===== config.mk =====
export PLATFORM = sky130hd
export DESIGN_NAME = mc_controller
export DESIGN_NICKNAME = d
export VERILOG_FILES = /design/src/rtl/mc_pkg.sv /design/src/rtl/mc_controller_aludec.sv /design/src/rtl/mc_controller.sv
export SDC_FILE = /design/constraint.sdc
export NUM_CORES = 1
export LEC_CHECK = 0
export BUFFER_PORTS_ARGS = -buffer_cell sky130_fd_sc_hd__buf_2
export CAP_MARGIN = 20
export CORE_MARGIN = 2
export CORE_UTILIZATION = 23
export DETAILED_ROUTE_END_ITERATION = 7
export GPL_ROUTABILITY_DRIVEN = 0
export SLEW_MARGIN = 20
export SYNTH_ARGS = -nofsm -noshare
export SYNTH_HDL_FRONTEND = slang
export SYNTH_SLANG_ARGS = --single-unit

===== constraint.sdc =====
create_clock -name clk -period 4.7 [get_ports clk]
set_input_delay 0.235 -clock clk [delete_from_list [all_inputs] [get_ports clk]]
set_output_delay 0.235 -clock clk [all_outputs]
set_load 0.1 [all_outputs]

===== src/rtl/mc_pkg.sv =====
// Shared encodings for the multicycle controller: FSM states, opcode/funct
// fields and the datapath select encodings.
package mc_pkg;

  typedef enum logic [3:0] {
    S_FETCH, S_DECODE, S_MEMADR, S_MEMRD, S_MEMWB, S_MEMWR,
    S_RTYPEEX, S_RTYPEWB, S_BEQEX, S_ADDIEX, S_ADDIWB, S_JEX
  } state_e;

  localparam logic [5:0] OP_LW    = 6'b100011;
  localparam logic [5:0] OP_SW    = 6'b101011;
  localparam logic [5:0] OP_RTYPE = 6'b000000;
  localparam logic [5:0] OP_BEQ   = 6'b000100;
  localparam logic [5:0] OP_BNE   = 6'b000101;
  localparam logic [5:0] OP_ADDI  = 6'b001000;
  localparam logic [5:0] OP_J     = 6'b000010;

  localparam logic [5:0] F_ADD = 6'b100000;
  localparam logic [5:0] F_SUB = 6'b100010;
  localparam logic [5:0] F_AND = 6'b100100;
  localparam logic [5:0] F_OR  = 6'b100101;
  localparam logic [5:0] F_SLT = 6'b101010;

  typedef enum logic [2:0] {
    ALU_AND = 3'b000, ALU_OR = 3'b001, ALU_ADD = 3'b010,
    ALU_SUB = 3'b110, ALU_SLT = 3'b111
  } alu_e;

  typedef enum logic [1:0] {
    SRCB_RD2 = 2'b00, SRCB_FOUR = 2'b01, SRCB_IMM = 2'b10, SRCB_IMMSH = 2'b11
  } srcb_e;

  typedef enum logic [1:0] {
    PC_ALU = 2'b00, PC_ALUOUT = 2'b01, PC_JUMP = 2'b10
  } pcsrc_e;

  typedef enum logic [1:0] {
    AOP_ADD = 2'b00, AOP_SUB = 2'b01, AOP_FUNCT = 2'b10
  } aluop_e;

endpackage


===== src/rtl/mc_controller_aludec.sv =====
// ALU decoder: maps the FSM's ALU intent plus the funct field to an
// alucontrol code, flagging funct values with no defined operation.
module aludec
  import mc_pkg::*;
(
  input  aluop_e      aluop_i,
  input  logic  [5:0] funct_i,
  output logic  [2:0] alucontrol_o,
  output logic        bad_funct_o
);

  always_comb begin
    alucontrol_o = ALU_ADD;
    bad_funct_o  = 1'b0;
    case (aluop_i)
      AOP_SUB: alucontrol_o = ALU_SUB;
      AOP_FUNCT: begin
        case (funct_i)
          F_ADD:   alucontrol_o = ALU_ADD;
          F_SUB:   alucontrol_o = ALU_SUB;
          F_AND:   alucontrol_o = ALU_AND;
          F_OR:    alucontrol_o = ALU_OR;
          F_SLT:   alucontrol_o = ALU_SLT;
          default: bad_funct_o  = 1'b1;
        endcase
      end
      default: ;
    endcase
  end

endmodule


===== src/rtl/mc_controller.sv =====
// Multicycle MIPS-style control unit: Moore FSM with handshake-qualified
// fetch/memory strobes, branch-qualified pcen and a retired-instruction counter.
module mc_controller
  import mc_pkg::*;
#(
  parameter int unsigned WAIT_MEM = 1,
  parameter int unsigned EXT_ISA  = 1,
  parameter int unsigned CNT_W    = 32
) (
  input  logic             clk,
  input  logic             reset,
  input  logic [5:0]       op,
  input  logic [5:0]       funct,
  input  logic             zero,
  input  logic             mem_ready,
  output logic             mem_req,
  output logic             iord,
  output logic             memwrite,
  output logic             irwrite,
  output logic             regdst,
  output logic             memtoreg,
  output logic             regwrite,
  output logic             alusrca,
  output logic             pcen,
  output logic [1:0]       alusrcb,
  output logic [1:0]       pcsrc,
  output logic [2:0]       alucontrol,
  output logic             illegal,
  output logic [CNT_W-1:0] instret
);

  state_e           state_q, state_d;
  logic [CNT_W-1:0] instret_q, instret_d;
  logic             rdy, ext, bad_funct, retire;
  logic             mreq_c, mw_c, irw_c, rw_c, pcw_c, br_c;
  aluop_e           aluop;

  assign rdy = (WAIT_MEM != 0) ? mem_ready : 1'b1;
  assign ext = (EXT_ISA != 0);

  // ALU intent depends only on state so the decoder never loops back on itself
  assign aluop = (state_q == S_RTYPEEX) ? AOP_FUNCT :
                 (state_q == S_BEQEX)   ? AOP_SUB   : AOP_ADD;

  aludec u_aludec (
    .aluop_i      (aluop),
    .funct_i      (funct),
    .alucontrol_o (alucontrol),
    .bad_funct_o  (bad_funct)
  );

  always_comb begin
    state_d  = state_q;
    retire   = 1'b0;
    mreq_c   = 1'b0;
    mw_c     = 1'b0;
    irw_c    = 1'b0;
    rw_c     = 1'b0;
    pcw_c    = 1'b0;
    br_c     = 1'b0;
    iord     = 1'b0;
    regdst   = 1'b0;
    memtoreg = 1'b0;
    alusrca  = 1'b0;
    alusrcb  = SRCB_RD2;
    pcsrc    = PC_ALU;
    illegal  = 1'b0;
    case (state_q)
      S_FETCH: begin
        mreq_c  = 1'b1;
        alusrcb = SRCB_FOUR;
        irw_c   = rdy;
        pcw_c   = rdy;
        if (rdy) state_d = S_DECODE;
      end
      S_DECODE: begin
        alusrcb = SRCB_IMMSH;
        if (op == OP_LW || op == OP_SW)                  state_d = S_MEMADR;
        else if (op == OP_RTYPE)                         state_d = S_RTYPEEX;
        else if (op == OP_BEQ || (ext && op == OP_BNE))  state_d = S_BEQEX;
        else if (ext && op == OP_ADDI)                   state_d = S_ADDIEX;
        else if (ext && op == OP_J)                      state_d = S_JEX;
        else begin
          illegal = 1'b1;
          state_d = S_FETCH;
        end
      end
      S_MEMADR: begin
        alusrca = 1'b1;
        alusrcb = SRCB_IMM;
        state_d = (op == OP_LW) ? S_MEMRD : S_MEMWR;
      end
      S_MEMRD: begin
        mreq_c = 1'b1;
        iord   = 1'b1;
        if (rdy) state_d = S_MEMWB;
      end
      S_MEMWB: begin
        memtoreg = 1'b1;
        rw_c     = 1'b1;
        retire   = 1'b1;
        state_d  = S_FETCH;
      end
      S_MEMWR: begin
        mreq_c = 1'b1;
        iord   = 1'b1;
        mw_c   = 1'b1;
        if (rdy) begin
          retire  = 1'b1;
          state_d = S_FETCH;
        end
      end
      S_RTYPEEX: begin
        alusrca = 1'b1;
        if (bad_funct) begin
          illegal = 1'b1;
          state_d = S_FETCH;
        end else begin
          state_d = S_RTYPEWB;
        end
      end
      S_RTYPEWB: begin
        regdst  = 1'b1;
        rw_c    = 1'b1;
        retire  = 1'b1;
        state_d = S_FETCH;
      end
      S_BEQEX: begin
        alusrca = 1'b1;
        pcsrc   = PC_ALUOUT;
        br_c    = (op == OP_BNE) ? ~zero : zero;
        retire  = 1'b1;
        state_d = S_FETCH;
      end
      S_ADDIEX: begin
        alusrca = 1'b1;
        alusrcb = SRCB_IMM;
        state_d = S_ADDIWB;
      end
      S_ADDIWB: begin
        rw_c    = 1'b1;
        retire  = 1'b1;
        state_d = S_FETCH;
      end
      S_JEX: begin
        pcsrc   = PC_JUMP;
        pcw_c   = 1'b1;
        retire  = 1'b1;
        state_d = S_FETCH;
      end
      default: state_d = S_FETCH;
    endcase
    instret_d = instret_q + {{(CNT_W-1){1'b0}}, retire};
  end

  always_ff @(posedge clk) begin
    if (!reset) begin
      state_q   <= S_FETCH;
      instret_q <= '0;
    end else begin
      state_q   <= state_d;
      instret_q <= instret_d;
    end
  end

  // Side-effecting strobes are suppressed while reset is held, whatever the state
  assign mem_req  = mreq_c & reset;
  assign memwrite = mw_c & reset;
  assign irwrite  = irw_c & reset;
  assign regwrite = rw_c & reset;
  assign pcen     = (pcw_c | br_c) & reset;
  assign instret  = instret_q;

endmodule


==> run_results.csv, run 1 <==
group,metric,value,unit
run_status,status,"finished, final reports clean",
detailed_routing,top_layer,"met4",
final_layout,antenna_cells,0,
worst_setup_path,cp-start-kind,"register",
grt,gr-usage-all-layers,11.89,%
final_layout,multi_input_area,1292,um^2
worst_hold_path,hp-class,"in2reg",
floorplanning,core_area,9065,um^2
synth,synth_top_cell_by_area,"dfxtp_1",
floorplanning,die_area,9994,um^2
synth,avgSynthCellArea,7.759,um^2
power_and_ir_drop,power.density,254.2,nW/um^2
synth,synthArstFlopShare,0,%
grt,antenna_found_initial,0,
worst_setup_path,setup.worst_path.end_class,"register",
final_layout,final_area,2629,um^2
synth,synth_warnings,0,
synth,synth_compound_area_share,19.14,%
clock_tree,holdBufCountCts,0,
detailed_routing,met3RoutedLength,413,um
power_and_ir_drop,ir_worst_vdd,109.3,uV
sta,finalCritPeriodShare,68.70,%
placement,dpl.hpwl,4228,um
run,cap_violations,0,
grt,grt_overflow_total,0,
clock_tree,numCtsBuffers,5,
synth,synth-xor-area-share,6.202,%
clock_tree,clockBufferDepth,2,
clock_tree,cts.sinks,36,
grt,grt_pass1_wl,9860,um
grt,grt_max_degree,33,
final_layout,regArea,720.7,um^2
power_and_ir_drop,p_seq_share,46.4,%
floorplanning,die_y,99.97,um
sta,maxSlewHeadroom,56.79,%
sta,tightestPinTransition,0.6432,ns
clock_tree,clkSlewWorstSetupHoldPaths,0.07,ns
sta,fin_crit,3.229,ns
synth,synth_nets,291,
worst_setup_path,arrival,3.44,ns
worst_setup_path,crit_type,"reg2reg",
detailed_routing,drc,0,
floorplanning,io_pins,65,
final_layout,fin_util,29.00,%
synth,synth_area,2118,um^2
sta,rsz0062_at_grt,"no",
detailed_routing,wl,5886,um
sta,setup_viol,0,
final_layout,drive_gt1_share,23.10,%
detailed_routing,drt_pre_antenna_iters,4,
floorplanning,die_w,99.97,um
synth,synth_cells,273,
synth,synth_common_cells,"dfxtp_1, a21oi_1, nor2_1",
clock_tree,cts_resized,0,
synth,synth.distinct_cells,44,
power_and_ir_drop,pwr-share-clk,41.2,%
sta,skew,0.005650,ns
power_and_ir_drop,switching_power,0.1844,mW
sta,hold_viol,0,
detailed_routing,drt_iter0_markers,117,
floorplanning,initial_core_util,23.37,%
sta,clock.fmax,0.3097,GHz
detailed_routing,wl_met1,2761,um
power_and_ir_drop,swShare,27.60,%
synth,synth_top_family_by_area,"simple AND/OR/NAND/NOR gates",
detailed_routing,via_per_inst,5.152,
power_and_ir_drop,p_leak,0.9920,nW
floorplanning,num_rows,35,
clock_tree,post_cts_buffers,0,
clock_tree,cts-root-buf,"clkbuf_8",
grt,grt_pass1_vias,2103,
detailed_routing,drtAntennaViolNets,0,
power_and_ir_drop,internal_power,0.4838,mW
synth,synthSimpleGateAreaFrac,34.02,%
synth,synth.most_common_cell,"dfxtp_1",
clock_tree,cts_tree,"yes",
synth,synthMuxAreaShare,0.4725,%
clock_tree,clock_latency,0.29,ns
sta,slew_viol_final,0,
detailed_routing,wire_per_inst,13.38,um
synth,synthAdderAreaFrac,1.181,%
synth,ys_ff_latch,36,
detailed_routing,vias,2267,
worst_setup_path,cp_max_fo,18,
synth,ys.flop_type,"dfxtp_1",
worst_setup_path,cp.required,4.92,ns
synth,synth_edf_count,0,
synth,synth.top_cells.by_area,"dfxtp_1, a21oi_1, o31ai_1",
sta,fin_setup_tns,0,ns
final_layout,nets,346,
clock_tree,cts_max_level,2,
detailed_routing,met2_length,2667,um
placement,placed_area,2506,um^2
placement,port_buffers,64,
power_and_ir_drop,combPwrFrac,12.4,%
final_layout,nFillCells,972,
synth,ys_seq_area_share,34.02,%
final_layout,area_growth,24.10,%
synth,synth_top_area_share,34.02,%
[placed cells by master (no fill, tap or decap), types with 2 or more instances in the layout]
cell type,n
or4_1,14
nand3_1,12
nor2_1,22
xnor2_1,8
nand2_1,16
nor2b_1,6
o22ai_1,2
and2_1,2
and3_1,3
buf_2,64
a21oi_1,24
nor3b_1,3
nor4_1,6
o31ai_1,14
clkbuf_8,5
xor2_1,7
nand2b_1,7
dfxtp_1,36
ha_1,2
nand4_1,10
inv_1,9
and4_1,4
or3_1,8
nor3_1,8
o21ai_0,15
[registers in the layout (all words and copies together) (netlist names)]
register and cells:
instret 32, state_q 4
[path summary, 6_finish.rpt]
check / start / depth (start not counted) / endpoint / slack [ns]
setup / recovery: state_q[2] / 8 / instret[23] / 1.47
hold / removal: reset / 2 / state_q[1] / 0.29
setup reg to reg: state_q[2] / 8 / instret[23] / 1.47
hold reg to reg: instret[31] / 2 / instret[31] / 0.49
[worst max-delay path: stages, from the launching register on]
cell and delay, ns:
dfxtp_1 0.68, inv_1 0.24, o21ai_0 0.14, o211a_1 0.17, ha_1 0.20, nand3_1 0.19
or4_1 0.80, or4_1 0.58, a21oi_1 0.15
[per-layer routing]
layer  global-route usage [%]  vias up
met3                    3.412        4
met5                        0        -
li1                         -     1126
met1                    16.44     1047
met2                    18.40       90
met4                    2.740        0
[power groups by stage]
stage          Sequential, mW  Clock, mW  Combinational, mW
3_3_place_gp            0.317          0             0.0805
6_report                0.310      0.276             0.0826
4_1_cts                 0.310      0.283             0.0809
2_1_floorplan           0.315          0             0.0628
5_1_grt                 0.311      0.298             0.0877
3_5_place_dp            0.317          0             0.0807
[per-stage QoR]
stage                     hold WS (ns)  power [mW]  worst slack, ns  cells
after floorplan                 0.5041      0.3782           0.8083    273
after global placement          0.4699      0.3972            1.595    431
after detailed placement        0.4820      0.3977            1.498    431
after CTS                       0.2688      0.6738            1.478    439
after global routing            0.2699      0.6968            1.163    440
final                           0.2862      0.6681            1.471    440
[cells by family (layout without fill, tap and decap cells)]
family	count (synthesis)	count (layout)
AND/OR/NAND/NOR	127	127
AO/OA/AOI/OAI	66	66
flip-flops	36	36
buffers and inverters	26	82
XOR/XNOR	15	15
adder cells (fa/ha/maj)	2	2
multiplexers	1	1
[layout make-up]
type                            instances  share of cell area (%)
Multi-Input combinational cell        211                   49.17
Sequential cell                        36                   27.42
Timing Repair Buffer                   65                   12.76
Tap cell                              111                   5.283
Clock buffer                            6                   2.761
Clock inverter                          2                   1.333
Inverter                                9                   1.285
Note: power is estimated with default switching activity, not from simulation.
==> run 2: changes to the inputs <==
ABC_AREA = 1   (was default)
clock period = 2.95 ns   (was 4.7 ns; I/O delays follow)
==> run_results.csv, run 2 <==
group,metric,value,unit
grt,grt_max_degree,25,
synth,avgSynthCellArea,6.088,um^2
sta,fin_setup_tns,0,ns
placement,dp_cells,574,
sta,hold_slack,0.1944,ns
sta,tightestPinTransition,0.5068,ns
run_status,status,"finished, final reports clean",
synth,synthMuxAreaShare,0,%
clock_tree,cts-root-buf,"clkbuf_8",
worst_setup_path,crit_type,"reg2reg",
synth,synth_cells,379,
final_layout,nets,466,
sta,rsz0062_at_grt,"no",
synth,synth_area,2307,um^2
detailed_routing,wl,6852,um
clock_tree,clockBufferDepth,2,
worst_setup_path,cp-start-kind,"register",
synth,synth.top_cells.by_area,"dfxtp_1, nand2_1, nor2_1",
final_layout,area_growth,27.44,%
synth,synth-xor-area-share,2.278,%
worst_setup_path,crit_slowest_cell,"dfxtp_1",
clock_tree,cts_resized,0,
sta,fin_crit,2.442,ns
final_layout,antenna_cells,0,
synth,synthSimpleGateAreaFrac,45.28,%
final_layout,final_area,2940,um^2
detailed_routing,drt_iter0_markers,108,
floorplanning,die_area,10850,um^2
floorplanning,initial_core_util,23.60,%
synth,synthAdderAreaFrac,1.085,%
clock_tree,holdBufCountCts,0,
detailed_routing,wire_per_inst,11.77,um
final_layout,mostFrequentLayoutCells,"nand2_1, nor2_1, buf_2, inv_1, dfxtp_1",
worst_setup_path,path_cells,"inv_1, nor2_1, inv_1, nor2_4, nor2_1, inv_1, nor4_1, o21ai_0, ha_1, ha_1, nand3_2, nor2_4, nand2_2, nor3_2, nand2_1, o21ai_0, nor2_1",
worst_setup_path,critical_path.max_stage_delay,0.33,ns
worst_hold_path,min_to,"state_q[1]",
grt,grt_pass1_vias,2509,
clock_tree,cts_tree,"yes",
floorplanning,core_area,9774,um^2
placement,dpl.hpwl,5589,um
power_and_ir_drop,finalPower,1.067,mW
final_layout,largest_reg_flops,32,
final_layout,fin_util,30.08,%
placement,port_buffers,64,
worst_hold_path,hp-class,"in2reg",
power_and_ir_drop,p_leak,1.261,nW
synth,synth_top_area_share,31.24,%
detailed_routing,vias,2614,
floorplanning,num_rows,36,
grt,grt_pass1_wl,11720,um
sta,clock.fmax,0.4095,GHz
synth,synth_nets,397,
detailed_routing,drt_pre_antenna_iters,4,
run,cap_violations,0,
placement,pre_cts_slack,0.5174,ns
placement,placed_area,2833,um^2
floorplanning,die_w,104.2,um
synth,ys_seq_area_share,31.24,%
detailed_routing,drtAntennaViolNets,0,
floorplanning,die_y,104.2,um
synth,synth_compound_area_share,10.36,%
clock_tree,post_cts_buffers,0,
worst_setup_path,cp.required,3.13,ns
sta,maxSlewHeadroom,66.44,%
synth,ys_ff_latch,36,
synth,synthArstFlopShare,0,%
clock_tree,cts_max_level,2,
final_layout,layout_commonest_cell,"nand2_1",
detailed_routing,drc,0,
worst_hold_path,hp-start,"mem_ready",
worst_setup_path,arrival,2.62,ns
clock_tree,clock_latency,0.29,ns
sta,setup_viol,0,
sta,skew,0.008502,ns
clock_tree,numCtsBuffers,5,
floorplanning,io_pins,65,
synth,synth_common_cells,"nand2_1, nor2_1, inv_1",
power_and_ir_drop,ir_worst_vdd,155.6,uV
grt,grt_overflow_total,0,
worst_hold_path,hold_depth,4,
worst_setup_path,rr_worst_depth,17,
clock_tree,clkSlewWorstSetupHoldPaths,0.08,ns
synth,ys.flop_type,"dfxtp_1",
sta,finalCritPeriodShare,82.77,%
worst_setup_path,reg2reg_slack,0.51,ns
synth,synth.distinct_cells,29,
final_layout,drive_gt1_share,22.05,%
synth,synth_top_cell_by_area,"dfxtp_1",
synth,synth.most_common_cell,"nand2_1",
synth,synth_edf_count,0,
synth,synth_warnings,0,
final_layout,layout.cells.non_filler,582,
worst_setup_path,cp_max_fo,4,
sta,timing.final.ws_setup,0.5082,ns
sta,slew_viol_final,0,
grt,antenna_found_initial,0,
detailed_routing,via_per_inst,4.491,
power_and_ir_drop,power.density,362.8,nW/um^2
worst_setup_path,setup.worst_path.end_class,"register",
clock_tree,cts.sinks,36,
worst_setup_path,r2r_start,"state_q[2]",
synth,synth_top_family_by_area,"simple AND/OR/NAND/NOR gates",
worst_setup_path,r2r-end,"instret[16]",
final_layout,nFillCells,1092,
sta,hold_viol,0,
grt,gr-usage-all-layers,13.09,%
## run 2: changes by cell type after synthesis, moves of 8 or more
cell,change
clkbuf_1,-10
inv_1,+45
nand2_1,+71
nand3_1,+19
nor2_1,+47
o31ai_1,-14
or3_1,-8
or4_1,-14
## run 2: routing by layer
layer  global-route usage [%]  up-vias  part of all wire [%]
met5                        0        -                     0
met1                    16.32     1161                    46
met4                    4.826        0                   2.3
met2                    21.76       83                    45
li1                         -     1355                     -
met3                    3.321       15                   6.1
## run 2: worst max path at each step
stage | from | to | cells past startpoint
after floorplan | state_q[0] | alucontrol[2] | 3
final | state_q[2] | instret[16] | 17
after CTS | state_q[2] | instret[16] | 17
after global placement | state_q[2] | instret[30] | 17
after global routing | state_q[2] | instret[24] | 17
after detailed placement | state_q[2] | instret[16] | 17
## run 2: kinds of logic (layout without fill, tap and decap cells)
family	count (synthesis)	in the layout
flip-flops	36	36
AND/OR/NAND/NOR	229	229
adder cells (fa/ha/maj)	2	2
buffers and inverters	60	130
XOR/XNOR	6	6
AO/OA/AOI/OAI	46	46
## run 2: area by class of cell
type | count | area (um^2) | area share, %
Clock buffer | 6 | 72.57 | 2.468
Tap cell | 133 | 166.4 | 5.660
Inverter | 57 | 214.0 | 7.277
Sequential cell | 36 | 720.7 | 24.51
Clock inverter | 2 | 35.03 | 1.191
Multi-Input combinational cell | 283 | 1404 | 47.74
Timing Repair Buffer | 65 | 327.8 | 11.15
## run 2: critical path, delay by kind of cell, from the launching register on
| kind | cells | cell delay (ns) |
|---|---|---|
| AOI/OAI and AO/OA | 2 | 0.16 |
| adders and majority gates | 2 | 0.47 |
| buffers and inverters | 3 | 0.26 |
| DFF | 1 | 0.33 |
| and+or+nand+nor | 10 | 1.10 |
## run 2: where the power goes
| group | internal [mW] | switching [mW] | total, mW |
|---|---|---|---|
| logic | 0.0308 | 0.118 | 0.149 |
| registers | 0.488 | 0.00279 | 0.491 |
| clock network | 0.251 | 0.176 | 0.427 |
| total | 0.770 | 0.297 | 1.07 |
==> run 3: changes to the inputs <==
ABC_AREA = 0   (was 1)
clock period = 2.1 ns   (was 2.95 ns; I/O delays follow)
==> run_results.csv, run 3 (synthesis results as in run 1) <==
group,metric,value,unit
clock_tree,cts-root-buf,"clkbuf_8",
sta,hold_slack,0.1588,ns
worst_setup_path,cp.required,2.32,ns
power_and_ir_drop,pwr-share-clk,36.6,%
worst_setup_path,reg2reg_slack,-0.19,ns
clock_tree,clockBufferDepth,2,
final_layout,nets,377,
worst_setup_path,arrival,2.52,ns
final_layout,layout.cells.non_filler,471,
final_layout,drive_gt1_share,44.44,%
worst_setup_path,path_buf_inv,0,
final_layout,area_growth,48.26,%
floorplanning,io_pins,65,
final_layout,nFillCells,961,
power_and_ir_drop,internal_power,1.027,mW
sta,setup_viol,16,
detailed_routing,drc,0,
floorplanning,die_y,99.97,um
worst_setup_path,r2r-end,"instret[30]",
grt,grt_max_degree,32,
sta,slew_viol_final,0,
worst_setup_path,path_delay_family,"simple AND/OR/NAND/NOR gates",
worst_setup_path,crit_start,"state_q[0]",
sta,clock.fmax,0.4360,GHz
power_and_ir_drop,power.density,463.2,nW/um^2
clock_tree,clock_latency,0.29,ns
worst_setup_path,crit_top_cell,"ha_4",
sta,hold_viol,0,
grt,use_met1,16.18,%
clock_tree,cts_tree,"yes",
power_and_ir_drop,swShare,29.37,%
floorplanning,num_rows,35,
sta,rsz0062_at_grt,"yes",
sta,finalCritPeriodShare,109.2,%
worst_setup_path,critical_path.max_stage_delay,0.49,ns
worst_hold_path,hp-class,"in2reg",
worst_setup_path,crit_slowest_cell,"or4_1",
placement,dp_cells,461,
worst_setup_path,rr_worst_depth,9,
detailed_routing,via_per_inst,4.981,
final_layout,antenna_cells,0,
worst_setup_path,cp-start-kind,"register",
sta,fin_setup_tns,-2.138,ns
worst_setup_path,path_cells,"nor2b_4, o21ai_1, o211a_1, ha_4, ha_4, nand2_4, or4_4, or4_1, a21oi_1",
detailed_routing,drtAntennaViolNets,0,
sta,tightestPinTransition,0.4993,ns
sta,timing.final.ws_setup,-0.1935,ns
clock_tree,cts.sinks,36,
grt,antenna_found_initial,0,
floorplanning,initial_core_util,23.37,%
detailed_routing,vias,2346,
worst_setup_path,cp_max_fo,8,
worst_setup_path,r2r_start,"state_q[0]",
sta,skew,0.01009,ns
detailed_routing,wl,6092,um
power_and_ir_drop,ir_worst_vdd,231.8,uV
final_layout,largest_reg_flops,32,
worst_setup_path,crit_type,"reg2reg",
power_and_ir_drop,switching_power,0.4273,mW
grt,grt_use_met2,20.43,%
sta,fin_crit,2.294,ns
worst_setup_path,crit_end,"instret[30]",
grt,grtUsageMet3,3.134,%
detailed_routing,wire_per_inst,12.93,um
floorplanning,core_area,9065,um^2
sta,maxSlewHeadroom,66.19,%
final_layout,mostFrequentLayoutCells,"buf_2, buf_4, dfxtp_2, a21oi_1, nor2_1",
final_layout,final_area,3141,um^2
detailed_routing,drt_pre_antenna_iters,4,
grt,grt_pass1_wl,10160,um
power_and_ir_drop,combPwrFrac,16.1,%
floorplanning,die_area,9994,um^2
clock_tree,clkSlewWorstSetupHoldPaths,0.08,ns
clock_tree,cts_max_level,2,
power_and_ir_drop,p_leak,1.208,nW
power_and_ir_drop,finalPower,1.455,mW
grt,gr-usage-all-layers,12.24,%
worst_setup_path,setup.worst_path.end_class,"register",
placement,placed_area,2982,um^2
clock_tree,holdBufCountCts,0,
floorplanning,die_w,99.97,um
grt,grt_overflow_total,0,
grt,grt_pass1_vias,2159,
run_status,failed_checks,"negative setup slack",
run,cap_violations,0,
placement,dpl.hpwl,4564,um
final_layout,layout_commonest_cell,"buf_2",
worst_setup_path,crit_cells,9,
placement,port_buffers,64,
power_and_ir_drop,p_seq_share,47.3,%
detailed_routing,drt_iter0_markers,78,
run_status,status,"finished with violations",
clock_tree,numCtsBuffers,5,
grt,grt_busiest_layer,"met2",
==> run 3: cell count changes in the layout (fill, tap and decap cells not counted), moves of 6 or more <==
cell	delta
o31ai_1	+13
nand2b_1	+7
inv_1	-45
nand3_1	-20
o21ai_0	-9
nand2_1	-72
dfxtp_2	+28
or4_1	+13
nor2_1	-47
dfxtp_1	-29
or3_1	+7
buf_4	+28
buf_2	-6
==> run 3: layout make-up <==
cell class                      count  area [um^2]  area share [%]
Clock inverter                      1        6.256          0.1992
Multi-Input combinational cell    211         1463           46.57
Tap cell                          111        138.9           4.422
Inverter                            9        33.78           1.076
Clock buffer                        7        86.33           2.749
Timing Repair Buffer               96        653.1           20.80
Sequential cell                    36        759.5           24.18
==> run 3: worst min-delay path by stage <==
stage	start	end	slack (ns)	depth (start not counted)
detailed placement	reset	state_q[1]	0.46	2
floorplan	op[1]	state_q[2]	0.37	3
finish	reset	state_q[3]	0.16	3
global route	reset	state_q[1]	0.15	2
CTS	reset	state_q[1]	0.14	2
global placement	instret[31]	instret[31]	0.46	2
==> run 3: worst min-delay path, stage by stage <==
cell	delay [ns]
buf_2	0.17
nand2_1	0.07
o21ai_0	0.06
==> run 3: timing repair <==
item                       CTS  global route
pin swaps                    2             5
setup endpoints to repair   20            19
gates cloned                 0             0
buffers inserted             2             1
gates resized for setup      9             8
==> run 3: stage by stage <==
| stage | utilization, % | setup slack (ns) |
|---|---|---|
| 2_1_floorplan | - | -0.4586 |
| 3_3_place_gp | 32.89 | -0.2779 |
| 3_5_place_dp | 32.89 | -0.3227 |
| 4_1_cts | 34.35 | -0.2194 |
| 5_1_grt | 34.64 | -0.2732 |
| 6_report | 34.64 | -0.1935 |
==> run 3: power by group through the flow <==
stage	Sequential, mW	Combinational, mW	Clock (mW)
finish	0.688	0.234	0.532
global route	0.689	0.251	0.581
CTS	0.688	0.233	0.558
detailed placement	0.705	0.232	0
global placement	0.704	0.231	0
floorplan	0.707	0.160	0
==> run 3: routing by layer <==
metal	vias to the layer above	part of all wire [%]
met2	62	46
met5	-	0
li1	1188	-
met4	0	0.34
met3	2	5.5
met1	1094	48
